==> src/rtl/keyenc_scan_pkg.sv <==
// Shared definitions for the key scanner: debounce FSM state encodings and counter width.
package keyenc_scan_pkg;

    typedef enum logic [1:0] {
        ST_IDLE    = 2'd0,
        ST_PRESS   = 2'd1,
        ST_HELD    = 2'd2,
        ST_RELEASE = 2'd3
    } kstate_t;

    localparam int CNT_W = 8;

endpackage

==> src/rtl/keyenc_scan_evfifo.sv <==
// Small synchronous event FIFO with flush and sticky drop-on-full flag.
// Read data is registered storage only (no fall-through); dout reads 0 when empty.
module key_evfifo #(
    parameter int WIDTH = 5,
    parameter int DEPTH = 4
) (
    input  logic             clock,
    input  logic             reset,
    input  logic             clear,
    input  logic             push,
    input  logic [WIDTH-1:0] din,
    input  logic             pop,
    output logic [WIDTH-1:0] dout,
    output logic             empty,
    output logic             overflow
);

    localparam int AW = $clog2(DEPTH);
    localparam logic [AW:0] FULL_OCC = (AW+1)'(DEPTH);

    logic [AW-1:0]    wr_ptr;
    logic [AW-1:0]    rd_ptr;
    logic [AW:0]      occ;
    logic [WIDTH-1:0] mem [DEPTH];
    logic             full;
    logic             do_pop;
    logic             do_push;

    assign empty   = (occ == '0);
    assign full    = (occ == FULL_OCC);
    assign do_pop  = pop && !empty;
    // A pop on the same edge frees the slot, so a push into a full FIFO is still taken.
    assign do_push = push && (!full || do_pop);

    always_ff @(posedge clock or negedge reset) begin
        if (!reset) begin
            wr_ptr   <= '0;
            rd_ptr   <= '0;
            occ      <= '0;
            overflow <= 1'b0;
        end else if (clear) begin
            wr_ptr   <= '0;
            rd_ptr   <= '0;
            occ      <= '0;
            overflow <= 1'b0;
        end else begin
            if (do_push) wr_ptr <= wr_ptr + AW'(1);
            if (do_pop)  rd_ptr <= rd_ptr + AW'(1);
            if (do_push && !do_pop)
                occ <= occ + (AW+1)'(1);
            else if (!do_push && do_pop)
                occ <= occ - (AW+1)'(1);
            if (push && !do_push) overflow <= 1'b1;
        end
    end

    always_ff @(posedge clock) begin
        if (do_push && !clear) mem[wr_ptr] <= din;
    end

    assign dout = empty ? '0 : mem[rd_ptr];

endmodule

==> src/rtl/keyenc_scan.sv <==
// Key scanner: synchronise raw key lines, lowest-index priority encode, debounce,
// and queue press (and optionally release) events for a valid/ready consumer.
module keyenc_scan
    import keyenc_scan_pkg::*;
#(
    parameter int NKEYS     = 16,
    parameter int VAL_W     = 4,
    parameter int DB_CYCLES = 4,
    parameter int DEPTH     = 4,
    parameter int REL_EV    = 0
) (
    input  logic             clock,
    input  logic             reset,
    input  logic [NKEYS-1:0] keys,
    input  logic             clear,
    output logic             key_in,
    output logic [VAL_W-1:0] key_val,
    output logic             ev_valid,
    input  logic             ev_ready,
    output logic [VAL_W-1:0] ev_val,
    output logic             ev_rel,
    output logic             overflow
);

    localparam logic [CNT_W-1:0] DB_CNT = CNT_W'(DB_CYCLES);

    function automatic logic [VAL_W-1:0] prio_enc(input logic [NKEYS-1:0] v);
        prio_enc = '0;
        for (int i = NKEYS - 1; i >= 0; i--) begin
            if (v[i]) prio_enc = i[VAL_W-1:0];
        end
    endfunction

    logic [NKEYS-1:0] sync_p0;
    logic [NKEYS-1:0] sync_p1;
    logic [VAL_W-1:0] cand;
    logic             key_any;

    kstate_t          state;
    kstate_t          state_nx;
    logic [CNT_W-1:0] cnt;
    logic [CNT_W-1:0] cnt_nx;
    logic [VAL_W-1:0] hv;
    logic [VAL_W-1:0] hv_nx;
    logic             push;
    logic             push_rel;
    logic             empty;
    logic [VAL_W:0]   head;

    // Stage p0/p1: two-flop synchroniser for the asynchronous key lines
    always_ff @(posedge clock or negedge reset) begin
        if (!reset) begin
            sync_p0 <= '0;
            sync_p1 <= '0;
        end else begin
            sync_p0 <= keys;
            sync_p1 <= sync_p0;
        end
    end

    assign cand    = prio_enc(sync_p1);
    assign key_any = |sync_p1;

    // Debounce FSM operating on the synchronised sample
    always_ff @(posedge clock or negedge reset) begin
        if (!reset) begin
            state <= ST_IDLE;
            cnt   <= '0;
            hv    <= '0;
        end else begin
            state <= state_nx;
            cnt   <= cnt_nx;
            hv    <= hv_nx;
        end
    end

    // cnt counts stable samples seen so far; acceptance once it has reached DB_CYCLES.
    always_comb begin
        state_nx = state;
        cnt_nx   = cnt;
        hv_nx    = hv;
        push     = 1'b0;
        push_rel = 1'b0;
        case (state)
            ST_IDLE: begin
                if (key_any) begin
                    state_nx = ST_PRESS;
                    cnt_nx   = CNT_W'(1);
                    hv_nx    = cand;
                end
            end
            ST_PRESS: begin
                if (!key_any) begin
                    state_nx = ST_IDLE;
                end else if (cand != hv) begin
                    hv_nx  = cand;
                    cnt_nx = CNT_W'(1);
                end else if (cnt >= DB_CNT) begin
                    state_nx = ST_HELD;
                    push     = 1'b1;
                end else begin
                    cnt_nx = cnt + CNT_W'(1);
                end
            end
            ST_HELD: begin
                if (!key_any) begin
                    state_nx = ST_RELEASE;
                    cnt_nx   = CNT_W'(1);
                end
            end
            ST_RELEASE: begin
                if (key_any) begin
                    state_nx = ST_HELD;
                    cnt_nx   = '0;
                end else if (cnt >= DB_CNT) begin
                    state_nx = ST_IDLE;
                    push     = (REL_EV != 0);
                    push_rel = 1'b1;
                end else begin
                    cnt_nx = cnt + CNT_W'(1);
                end
            end
            default: state_nx = ST_IDLE;
        endcase
    end

    always_comb begin
        key_in  = (state == ST_HELD) || (state == ST_RELEASE);
        key_val = key_in ? hv : '0;
    end

    key_evfifo #(
        .WIDTH (VAL_W + 1),
        .DEPTH (DEPTH)
    ) u_fifo (
        .clock    (clock),
        .reset    (reset),
        .clear    (clear),
        .push     (push),
        .din      ({push_rel, hv}),
        .pop      (ev_ready),
        .dout     (head),
        .empty    (empty),
        .overflow (overflow)
    );

    assign ev_valid = !empty;
    assign ev_rel   = head[VAL_W];
    assign ev_val   = head[VAL_W-1:0];

endmodule

==> config.mk <==
export PLATFORM = sky130hd
export DESIGN_NAME = keyenc_scan
export DESIGN_NICKNAME = d
export VERILOG_FILES = /design/src/rtl/keyenc_scan_pkg.sv /design/src/rtl/keyenc_scan_evfifo.sv /design/src/rtl/keyenc_scan.sv
export SDC_FILE = /design/constraint.sdc
export NUM_CORES = 1
export LEC_CHECK = 0
export ABC_CLOCK_PERIOD_IN_PS = 3800
export BUFFER_PORTS_ARGS = -buffer_cell sky130_fd_sc_hd__buf_2
export CORE_UTILIZATION = 55
export CTS_BUF_LIST = sky130_fd_sc_hd__clkbuf_8
export CTS_CLUSTER_DIAMETER = 60
export DETAILED_ROUTE_END_ITERATION = 7
export MAX_ROUTING_LAYER = met4
export PLACE_DENSITY_LB_ADDON = 0.2
export SLEW_MARGIN = 10
export SYNTH_ARGS = -nofsm -noshare
export SYNTH_HDL_FRONTEND = slang
export SYNTH_SLANG_ARGS = --single-unit
==> constraint.sdc <==
create_clock -name clock -period 3.8 [get_ports clock]
set_clock_uncertainty 0.1 [all_clocks]
set_input_delay 0.38 -clock clock [delete_from_list [all_inputs] [get_ports clock]]
set_output_delay 0.38 -clock clock [all_outputs]
set_load 0.01 [all_outputs]
==> metrics, run 1 <==
Worst-path clk slew ~80 ps; Power Dens Cells 593 mW/mm^2; initial drt markers around 270; grt ovf 0; placed cells between 300 and 400; Sequential Power Share 45.9%; # port buffers 31; Clock Latency Late Sink 330 ps; clk sinks 74; Antenna Cells 0; Synth warnings 0; combinational power share 30.3%; Hold Crit Class in2async; Critical Path, Cell by Cell or4_1 > nor4b_2 > a311oi_1 > o21a_1 > nor4_2 > nand3_1 > nor2_1 > fa_1 > nor2_1 > or2_2 > a2111oi_2 > nor3_1; largest net degree at the start of global routing 55; Psw 729 uW; CP required 3910 ps; fin. max-slew vios 0; Via density 5.90; most used cell, CP nor2_1; Die H 79.1 um; Root Buffer clkbuf_8; startpoint types flop; Floorplan Core Area 0.00561 mm^2; Clock power frac 23.8%; hold_buf cts 0; crit path DAT 3660 ps; syn_nets 300; crit-path leading delay family simple AND/OR/NAND/NOR gates; final non-filler cell total 383; initial antenna violation count 0; CTS Buf Count 9; setup violators final 0; relative slew slack 36.1%; commonest non-fill, non-tap cell in the layout dfrtp_1; EDFF count, synth 20; Overall Global Routing Usage 21.8%; Wirelength per Cell 15.4 um; measured slew at the worst slew-check pin between 900 and 1000 ps; drc violations 0; post-DP HPWL 4130 um; post-route ant nets 0; post-synthesis cell area 0.00327 mm^2; Die W ~79 um; number of global-route vias before repair 2,182; switching share of power 33.4%; H-tree lvl count 3; Unique masters post-synth 57; ys flop type dfrtp_1; max-cap violation count 0; RSZ-0062 raised after global routing no; post-synthesis instance total around 270; min Tclk post-route 3550 ps; # IOs 32; internal power ~1.5 mW; first-pass iteration count of the detailed router 4; Seq/Total Area, Yosys 59.7%; Initial Util 58.3%; routability congestion estimate 0.907; fmax 0.282 GHz; critical path's largest stage delay around 630 ps; Worst path slowest cell or4_1; vias approximately 2,300; fraction of layout cells with a size suffix above 1 21.9%; Synth Register Bits 74; Row Count 27; CP endpoint kind flop; status finished, final reports clean; Final Hold Fails 0; worst path bufs/invs 0; WL final 5900 um; first-pass GRT wire length just under 10,000 um; Bufs on Longest Clock Path 2; WS Path Type reg2reg; Leakage between 1.5 and 2 nW; commonest cells after routing, fill and taps aside dfrtp_1, buf_2, nor2_1; setup tns final 0 ps; Area growth syn-to-layout 12.6%; Post-synth ARST share 73.0%; Final period util 93.3%; Post-Syn Area per Cell about 12 um^2; crit-path max FO 6; Nets 334; full die area 0.00625 mm^2; CTS tree built; worst vdd ir 0.336 mV
per-layer routing:
layer / part of all wire [%] / wire, um / track usage (%)
met1: 43 / 2520 / 25.1
met5: 0 / 0 / -
met2: 52 / 3080 / 37.0
met4: 0.54 / 32 / 8.18
met3: 4.5 / 263 / 5.29
per-stage QoR:
step           total power, mW  hold slack, ps  worst slack, ps  instance area [um^2]  utilization, %
3_5_place_dp              1.67             235              243                  3510            62.5
5_1_grt                   2.33            26.2             19.3                  3680            65.6
4_1_cts                   2.20            34.0              242                  3680            65.6
6_report                  2.18            45.2              254                  3680            65.6
3_3_place_gp              1.66             232              322                  3510            62.5
2_1_floorplan             1.49           -15.6              400                  3270               -
layout make-up:
cell class              count  area, um^2
fillers                   449        1930
well taps                  72        90.1
repair buffers             40         223
clock inverters             4        18.8
flip-flops and latches     74        1950
clock buffers              11         151
inverters                  13        48.8
multi-input cells         169        1200
power by group through the flow:
stage	logic, mW	registers, mW	clock network, mW
after detailed placement	0.655	1.02	0
final	0.662	1.00	0.519
after floorplan	0.519	0.974	0
after CTS	0.663	1.00	0.536
after global placement	0.644	1.01	0
after global routing	0.738	1.02	0.573
flip-flops by register name (all words and copies together) (netlist names), named ones only:
name,flops
cnt,8
sync_p0,16
u_fifo.rd_ptr,2
u_fifo.occ,3
u_fifo.wr_ptr,2
state,1
sync_p1,16
u_fifo.overflow,1
u_fifo.mem,20
hv,4
cells by family (layout without fill, tap and decap cells):
logic type               Yosys count  in the layout  share of synthesized area [%]
flip-flops                        74             74                           59.7
AND/OR/NAND/NOR                  104            104                           18.1
adder cells (fa/ha/maj)            7              7                           2.91
XOR/XNOR                           4              4                           1.07
buffers and inverters             30             68                           3.79
multiplexers                       7              7                           4.10
AO/OA/AOI/OAI                     47             47                           10.3
path summary, 6_finish.rpt:
path,startpoint,end,slack [ps],cells after the start
setup / recovery,sync_p1[9],u_fifo.occ[2],250,12
hold reg to reg,sync_p0[0],sync_p1[0],250,0
setup reg to reg,sync_p1[9],u_fifo.occ[2],250,12
min in group clock,keys[12],sync_p0[12],60,1
max in group asynchronous,reset,u_fifo.wr_ptr[0],3100,2
hold / removal,reset,cnt[1],50,2
synthesized netlist by cell type (2+ instances only):
cell type	n	area share (%)
dfrtp_1	54	41
nor2_1	23	2.6
edfxtp_1	20	18
inv_1	13	1.5
and2_1	12	2.3
clkbuf_1	11	1.3
nand2_1	10	1.1
nand4_1	10	1.9
nor3_1	10	1.5
o21ai_0	10	1.5
a21oi_1	8	1.2
nand3_1	7	1.1
ha_1	6	2.3
mux4_2	5	3.4
o211ai_1	5	1.1
or3_1	5	0.96
nor3b_1	4	0.92
or4_1	4	0.92
a211oi_1	3	0.69
buf_2	3	0.46
nor4_1	3	0.57
and3_1	2	0.38
buf_1	2	0.23
nand2b_1	2	0.38
o21bai_1	2	0.46
o311ai_1	2	0.54
o31a_1	2	0.54
o31ai_1	2	0.46
or2_2	2	0.38
or4_4	2	0.69
xnor2_1	2	0.54
xor2_1	2	0.54
timing repair:
item	in CTS	in global routing
setup endpoints to repair	0	1
resized for setup	0	1
setup buffers	0	0
Note: power is estimated with default switching activity, not from simulation.
==> run 2: changes to the inputs <==
--- a/config.mk
+++ b/config.mk
@@ -6,7 +6,7 @@
 export NUM_CORES = 1
 export LEC_CHECK = 0
 export ABC_CLOCK_PERIOD_IN_PS = 3800
-export BUFFER_PORTS_ARGS = -buffer_cell sky130_fd_sc_hd__buf_2
+export BUFFER_PORTS_ARGS = -buffer_cell sky130_fd_sc_hd__clkbuf_2
 export CORE_UTILIZATION = 55
 export CTS_BUF_LIST = sky130_fd_sc_hd__clkbuf_8
 export CTS_CLUSTER_DIAMETER = 60
==> run 2 against run 1 <==
  * Cell count up 0.26%
  * Critical path depth unchanged
  * First-iteration DRC count fell by 9.9%
==> metrics, run 2 (same netlist as run 1, synthesis figures left out) <==
Root Buffer clkbuf_8; fin. max-slew vios 0 (unchanged); full die area 0.00625 mm^2 (unchanged); RSZ-0062 raised after global routing no; drc violations 0 (unchanged); first-pass GRT wire length 10,200 um (+3.1%); post-route ant nets 0 (unchanged); setup violators final 0 (unchanged); switching share of power 33.1% (-0.26 points); Largest regs u_fifo.mem (20), sync_p0 (16), sync_p1 (16); CP required 3910 ps (about the same); vias 2,258 (-0.13%); # IOs 32 (unchanged); Clock power frac 26.8% (+3.0 points); CTS tree built; Overall Global Routing Usage 22.4% (+0.65 points); first-pass iteration count of the detailed router 5 (+1); max reg flops 20 (unchanged); fmax 0.286 GHz (+1.4%); Bufs on Longest Clock Path 2 (unchanged); commonest non-fill, non-tap cell in the layout dfrtp_1; WL final 6020 um (+2.1%); startpoint types flop; initial drt markers 245 (-9.9%); grt ovf 0 (unchanged); Initial Util 58.3% (unchanged); combinational power share 28.0% (-2.3 points); Die W 79.1 um (unchanged); Final period util 92.1% (-1.3 points); Psw 753 uW (+3.3%); internal power 1.52 mW (+4.5%); clk sinks 74 (unchanged); Final Hold Fails 0 (unchanged); placed cells 367 (-0.27%); Area growth syn-to-layout 14.0%; fraction of layout cells with a size suffix above 1 22.8% (+0.89 points); largest net degree at the start of global routing 39 (-29%); Worst-path clk slew 80 ps (about the same); relative slew slack 26.1% (-10 points); number of global-route vias before repair 2,230 (+2.2%); Leakage 1.55 nW (about the same); measured slew at the worst slew-check pin 1090 ps (+149 ps); max-cap violation count 0 (unchanged); Post-CTS Setup Repair Bufs 0 (unchanged); worst vdd ir 0.332 mV (-1.3%); Die H 79.1 um (unchanged); crit-path max FO 5 (-1); Clock Latency Late Sink 340 ps (about the same); # port buffers 31 (unchanged); Util after Layout 66.4% (+0.83 points); Row Count 27 (unchanged); crit path DAT 3610 ps (-50 ps); Floorplan Core Area 0.00561 mm^2 (unchanged); Wirelength per Cell 15.7 um (+1.8%); Via density 5.88 (-0.39%); Antenna Cells 0 (unchanged); initial antenna violation count 0 (unchanged); CTS Buf Count 9 (unchanged); setup tns final 0 ps (unchanged); routability congestion estimate 0.914 (+0.80%); Hold Crit Class in2reg; status finished, final reports clean; commonest cells after routing, fill and taps aside dfrtp_1, clkbuf_2, nor2_1; Top reg by flops u_fifo.mem; post-DP HPWL 4190 um (+1.3%); min Tclk post-route 3500 ps (-47.7 ps); WS Path Type reg2reg; H-tree lvl count 3 (unchanged); final non-filler cell total 384 (+0.26%); Sequential Power Share 45.3% (-0.6 points); Power Dens Cells 610 mW/mm^2 (+2.8%); Nets 334 (unchanged); CP endpoint kind flop
==> run 2: cell types whose count changed in the layout (fill, tap and decap cells not counted), sizes merged <==
cell	change
buf	-32
clkbuf	+31
clkinvlp	+2
inv	-2
bufinv	+1
dlygate4sd3	+1
==> run 2: metrics by stage <==
| stage | hold WS (ps) | worst slack, ps | instance area [um^2] | power, mW |
|---|---|---|---|---|
| after floorplan | -15.6 | 400 | 3270 | 1.49 |
| after global placement | 231 | 308 | 3500 | 1.66 |
| after detailed placement | 235 | 222 | 3500 | 1.67 |
| after CTS | 30.6 | 211 | 3710 | 2.28 |
| after global routing | 27.3 | 45.6 | 3730 | 2.40 |
| final | 38.2 | 301 | 3730 | 2.27 |
==> run 2: final cells by class <==
class	instances	area [um^2]
clock buffers	11	151
clock inverters	5	53.8
fillers	439	1880
inverters	13	48.8
multi-input cells	169	1200
flip-flops and latches	74	1950
well taps	72	90.1
repair buffers	40	225
==> run 2: path summary, 6_finish.rpt <==
kind	start	end	slack, ps	depth (start not counted)
worst min-delay path	keys[14]	sync_p0[14]	40	1
max in group asynchronous	reset	sync_p0[8]	2370	3
min in group asynchronous	reset	hv[2]	410	2
worst max register to register	sync_p1[12]	u_fifo.occ[2]	300	12
worst max-delay path	sync_p1[12]	u_fifo.occ[2]	300	12
worst min register to register	sync_p0[12]	sync_p1[12]	250	0
==> run 2: power by group through the flow <==
stage	registers, mW	clock network [mW]	logic [mW]
6_report	1.03	0.609	0.636
5_1_grt	1.05	0.654	0.698
4_1_cts	1.03	0.621	0.632
3_5_place_dp	1.04	0	0.629
3_3_place_gp	1.04	0	0.618
2_1_floorplan	0.974	0	0.519
==> run 2: per-layer routing <==
metal	global-route usage, %	vias to the layer above	wire length [um]
met1	27.4	1100	2610
li1	-	1066	-
met2	35.6	82	3030
met3	4.83	10	288
met4	11.3	0	85
met5	-	-	0
==> run 2: repair_timing <==
action / in CTS / in global routing
setup endpoints to repair: 0 / 1
endpoints found under the hold margin: 16 / 0
gates resized for setup: 0 / 3
hold buffers: 1 / 0
==> run 2: worst max-delay path, stage by stage (launching register included) <==
cell       delay [ps]
dfrtp_1           400
or4_1             640
nor3_1            260
o211ai_1          130
o21a_1            150
nor4_2            340
nand3_2           180
nor2_1            170
fa_1              250
nor2_1             70
or2_2             280
a2111oi_2         290
nor3_1             80
